[config.mk]
export PLATFORM = sky130hd
export DESIGN_NAME = seq_detector_param
export DESIGN_NICKNAME = d
export VERILOG_FILES = /design/src/rtl/seq_det_pkg.sv /design/src/rtl/sat_counter.sv /design/src/rtl/seq_detector_param.sv
export SDC_FILE = /design/constraint.sdc
export NUM_CORES = 1
export LEC_CHECK = 0
export CAP_MARGIN = 5
export CORE_ASPECT_RATIO = 1.1
export CORE_MARGIN = 2
export CORE_UTILIZATION = 40
export CTS_BUF_LIST = sky130_fd_sc_hd__clkbuf_8
export DETAILED_ROUTE_END_ITERATION = 7
export GPL_TIMING_DRIVEN = 0
export PLACE_DENSITY = 0.71
export SETUP_SLACK_MARGIN = 0.2
export SLEW_MARGIN = 20
export SYNTH_ARGS = -nofsm -noshare
export SYNTH_HDL_FRONTEND = slang
export SYNTH_SLANG_ARGS = --single-unit
[constraint.sdc]
create_clock -name clk -period 2.6 [get_ports clk]
set_input_delay 0.26 -clock clk [delete_from_list [all_inputs] [get_ports clk]]
set_output_delay 0.26 -clock clk [all_outputs]
set_load 0.005 [all_outputs]
[src/rtl/seq_det_pkg.sv]
// seq_det_pkg: shared constants and types for the parametrised sequence detector.
//   SEQ_DET_PAT_W     default pattern length
//   SEQ_DET_PAT_RESET default pattern loaded at reset
//   SEQ_DET_CNT_W     default width of the match counter
//   fill_state_e      FSM view of the history fill level (filling / armed)
package seq_det_pkg;

    localparam int unsigned                  SEQ_DET_PAT_W     = 4;
    localparam logic [SEQ_DET_PAT_W-1:0]     SEQ_DET_PAT_RESET = 4'b1101;
    localparam int unsigned                  SEQ_DET_CNT_W     = 8;

    // StArmed means the next valid bit can complete a match.
    typedef enum logic {
        StFilling = 1'b0,
        StArmed   = 1'b1
    } fill_state_e;

endpackage

[src/rtl/sat_counter.sv]
// sat_counter: up-counter with synchronous clear that saturates at all-ones.
// Ports:
//   i_clk    clock, rising edge
//   i_reset  asynchronous active-high reset, clears the count
//   i_clr    synchronous clear (wins over i_inc)
//   i_inc    increment request; ignored once the count is all-ones
//   o_count  current count
module sat_counter #(
    parameter int unsigned WIDTH = 8
) (
    input  logic             i_clk,
    input  logic             i_reset,
    input  logic             i_clr,
    input  logic             i_inc,
    output logic [WIDTH-1:0] o_count
);

    logic [WIDTH-1:0] r_count;
    logic             w_at_max;

    assign w_at_max = &r_count;

    always_ff @(posedge i_clk or posedge i_reset) begin
        if (i_reset) begin
            r_count <= '0;
        end else if (i_clr) begin
            r_count <= '0;
        end else if (i_inc && !w_at_max) begin
            r_count <= r_count + 1'b1;
        end
    end

    assign o_count = r_count;

endmodule

[src/rtl/seq_detector_param.sv]
// seq_detector_param: serial sequence detector against a runtime-loadable pattern.
// Ports:
//   clk          clock, rising edge
//   reset        asynchronous active-high reset
//   x, x_valid   serial data bit and its qualifier
//   pattern      new pattern value (MSB = oldest bit), captured when pat_load is high
//   pat_load     synchronous pattern load; clears history, fill and match count
//   overlap_en   1 = overlapping detection, 0 = non-overlapping
//   z            detection pulse
//   match_count  saturating count of detections
//   armed        registered: next valid bit can complete a match
// Build option: define SEQ_DET_MEALY_EN to drive z combinationally from the hit term
// (zero latency). Default build registers z (one cycle after the completing bit).
import seq_det_pkg::*;

module seq_detector_param #(
    parameter int unsigned      PAT_W     = SEQ_DET_PAT_W,
    parameter logic [PAT_W-1:0] PAT_RESET = PAT_W'(SEQ_DET_PAT_RESET),
    parameter int unsigned      CNT_W     = SEQ_DET_CNT_W
) (
    input  logic             clk,
    input  logic             reset,
    input  logic             x,
    input  logic             x_valid,
    input  logic [PAT_W-1:0] pattern,
    input  logic             pat_load,
    input  logic             overlap_en,
    output logic             z,
    output logic [CNT_W-1:0] match_count,
    output logic             armed
);

    localparam int unsigned       FILL_W   = $clog2(PAT_W);
    localparam logic [FILL_W-1:0] FILL_MAX = FILL_W'(PAT_W - 1);

    // Only the newest PAT_W-1 bits are stored: the oldest bit of a window is always
    // the one shifted out on the completing bit, so it is never compared.
    logic [PAT_W-1:0]  r_pat;
    logic [PAT_W-2:0]  r_hist;
    logic [FILL_W-1:0] r_fill;
    fill_state_e       r_state;

    logic [PAT_W-1:0]  w_pat_d;
    logic [PAT_W-2:0]  w_hist_d;
    logic [FILL_W-1:0] w_fill_d;
    fill_state_e       w_state_d;
    logic [PAT_W-1:0]  w_window;
    logic              w_hit;

    // Window that the incoming bit would complete.
    assign w_window = {r_hist, x};
    assign w_hit    = x_valid & ~pat_load & (r_state == StArmed) & (w_window == r_pat);

    // State register
    always_ff @(posedge clk or posedge reset) begin
        if (reset) begin
            r_pat   <= PAT_RESET;
            r_hist  <= '0;
            r_fill  <= '0;
            r_state <= StFilling;
        end else begin
            r_pat   <= w_pat_d;
            r_hist  <= w_hist_d;
            r_fill  <= w_fill_d;
            r_state <= w_state_d;
        end
    end

    // Next-state logic
    always_comb begin
        w_pat_d  = r_pat;
        w_hist_d = r_hist;
        w_fill_d = r_fill;

        if (pat_load) begin
            // Load wins over a simultaneous valid bit, which is dropped.
            w_pat_d  = pattern;
            w_hist_d = '0;
            w_fill_d = '0;
        end else if (x_valid) begin
            w_hist_d = w_window[PAT_W-2:0];
            if (w_hit && !overlap_en) begin
                // Non-overlapping: none of the matched window may be reused.
                w_fill_d = '0;
            end else if (r_fill != FILL_MAX) begin
                w_fill_d = r_fill + 1'b1;
            end
        end

        w_state_d = (w_fill_d == FILL_MAX) ? StArmed : StFilling;
    end

    assign armed = (r_state == StArmed);

`ifdef SEQ_DET_MEALY_EN
    assign z = w_hit;
`else
    logic r_z;

    always_ff @(posedge clk or posedge reset) begin
        if (reset) begin
            r_z <= 1'b0;
        end else begin
            r_z <= w_hit;
        end
    end

    assign z = r_z;
`endif

    sat_counter #(
        .WIDTH (CNT_W)
    ) u_match_cnt (
        .i_clk   (clk),
        .i_reset (reset),
        .i_clr   (pat_load),
        .i_inc   (w_hit),
        .o_count (match_count)
    );

endmodule

==> impl_metrics.ini <==
[floorplan]
core-area_sq_um = 2270
start_util_pct = 42.8
rows = 18
ioPinCount = 20
dieWidth_um = 51.0
die_area_sq_um = 2840
die_height_um = 55.7

[cells_and_area]
syn2layout_area_growth_pct = 27.1
drive_gt1_share_pct = 13.4
antenna_cells = 0
layout_commonest_cell = clkdlybuf4s50_1
nets = 124
mostFrequentLayoutCells = clkdlybuf4s50_1, dfrtp_1, nor2_1, nand4_1, nor2b_1
stdcell_count = 142
fin_util_pct = 54.4

[clocking]
clock_path_buffers = 2
clk-insertion-delay-late_ns = 0.26
cts_hold_buf = 0
cts_tree = built
cts_sinks = 19
root_buffer = clkbuf_8
h-tree-depth = 1
cts_resized = 0
cts_setup_buffers = 0
cts_made_buffers = 3
clk_pin_slew_ns = 0.07

[setup_path]
critical_path_buf_inv_count = 1
endpoint_kind = flop
cp_data_arrival_time_ns = 1.98
cp_max_fo = 6
required_ns = 2.74
cp_top_family = simple AND/OR/NAND/NOR gates
cp_cell_sequence = ha_1 -> and4_4 -> buf_6 -> nor4_1 -> mux2_1
critPathSlowestCell = dfrtp_1
crit_path_max_incr_delay_ns = 0.43
crit_type = reg2reg
cp-start-kind = flop

[sta]
hold_viol = 0
slew_headroom_pct = 52.2
setup_tns_ns = 0
setup_viol = 0
fmax_mhz = 546
fin_crit_ns = 1.83
fin_crit_sh_pct = 70.5
holdWs_ns = 0.344
worst_pin_slew_ns = 0.716
drv_slew = 0
rsz0062_at_grt = false
finalClockSkew_ns = 0.00266

[grt]
grt_max_degree = 20
antenna_found_initial = 0
grt.total_usage_pct = 14.7
grt_pass1_vias = 754
overflow = 0
grt_pass1_wl_um = 3200

[yosys]
ys_warn_count = 0
synth_cell_types = 29
synth.cell_area_sq_um = 973
avgSynthCellArea_sq_um = 10.8
synth_nets = 101
synth_cells = 90
yosysSeqAreaShare_pct = 49.2
synth_top_flop_cell = dfrtp_1
synthArstFlopShare_pct = 100
synth_edf_count = 0
ys_ff_latch = 19

[power_and_ir_drop]
max-vdd-ir-drop_mv = 0.352
switching_share_pct = 23.7
p_per_area_nw_per_um2 = 473
p_switching_mw = 0.139
clkPwrFrac_pct = 35.5
p_leak_nw = 0.506
pwr-share-seq_pct = 54.1
intPower_mw = 0.446
pwr-share-comb_pct = 10.4

[route]
ant_nets = 0
drt_iter0_markers = 8
num_vias = 774
firstDrtPassIters = 2
drc_errors = 0
wl_um = 1920
wl_per_cell_um = 13.5
via_per_inst = 5.45

[outcome]
status = finished clean

[placement]
gp_congestion = 0.874
placement.io_buffers = 18
dp_hpwl_um = 1400
dp_cells = 138

[job]
maxCapViolCount = 0

[hold_path]
hold_path_class = in2reg
-- worst reg2reg max path, stage by stage, from the launching register on --
cell and delay (ns):
dfrtp_1 0.43, ha_1 0.28, and4_4 0.20, buf_6 0.12, nor4_1 0.34, mux2_1 0.35
-- cell usage after synthesis (all sizes together), types with 3 or more instances --
library cell  number  share of area (%)
dfrtp             16                 41
nor2              10                3.9
mux2               8                9.3
nand4              5                3.2
nor2b              5                3.2
mux2i              4                4.1
nand3              4                2.1
xnor2              4                3.6
a21oi              3                1.5
dfstp              3                8.1
nor3               3                1.5
nor4               3                1.9
-- kinds of logic after synthesis --
| family | after synthesis | share of synthesized area [%] |
|---|---|---|
| muxes | 12 | 13.4 |
| buffers and inverters | 6 | 3.21 |
| AOI/OAI and AO/OA | 9 | 6.30 |
| adders and majority gates | 1 | 1.29 |
| and+or+nand+nor | 39 | 23.0 |
| DFF | 19 | 49.2 |
| xor gates and xnor gates | 4 | 3.60 |
-- metrics by stage --
stage	total power, mW	area (sq um)	setup slack (ns)
final	0.585	1240	0.767
after floorplan	0.360	973	0.895
after global placement	0.382	1190	0.554
after CTS	0.592	1240	0.729
after global routing	0.614	1240	0.598
after detailed placement	0.385	1190	0.475
-- area by class of cell --
cell class | instances | area, sq um
fillers | 218 | 1040
inverters | 2 | 7.51
multi-input cells | 65 | 463
plain buffers | 4 | 23.8
well taps | 30 | 37.5
clock buffers | 3 | 41.3
flip-flops and latches | 19 | 479
repair buffers | 18 | 180
clock inverters | 1 | 5.00
-- state kept, by name, indices dropped and copies added, names as in the netlist --
name and count:
r_hist 3, r_fill 2, r_pat 4, z 1, u_match_cnt.o_count 8, armed 1
-- final timing paths --
kind / from / end / slack [ns] / depth (start not counted)
worst max-delay path: u_match_cnt.o_count[0] / u_match_cnt.o_count[7] / 0.77 / 5
worst min-delay path: x_valid / r_fill[0] / 0.34 / 2
worst max register to register: u_match_cnt.o_count[0] / u_match_cnt.o_count[7] / 0.77 / 5
worst min register to register: r_fill[0] / r_fill[0] / 0.50 / 1
max in group asynchronous: reset / u_match_cnt.o_count[0] / 1.73 / 2
min in group asynchronous: reset / u_match_cnt.o_count[7] / 0.42 / 2
-- power by group through the flow --
stage          clock (mW)  combinational [mW]  sequential (mW)
4_1_cts             0.213              0.0623            0.317
5_1_grt             0.229              0.0674            0.318
2_1_floorplan           0              0.0388            0.321
3_5_place_dp            0              0.0620            0.323
3_3_place_gp            0              0.0603            0.322
6_report            0.208              0.0607            0.317
-- routing by layer --
metal,GRT usage [%],wire [um]
met1,18.6,874
met4,6.95,21
met2,23.9,958
met3,2.42,64
met5,0,0
No activity file was read; power rests on OpenSTA's default activity.
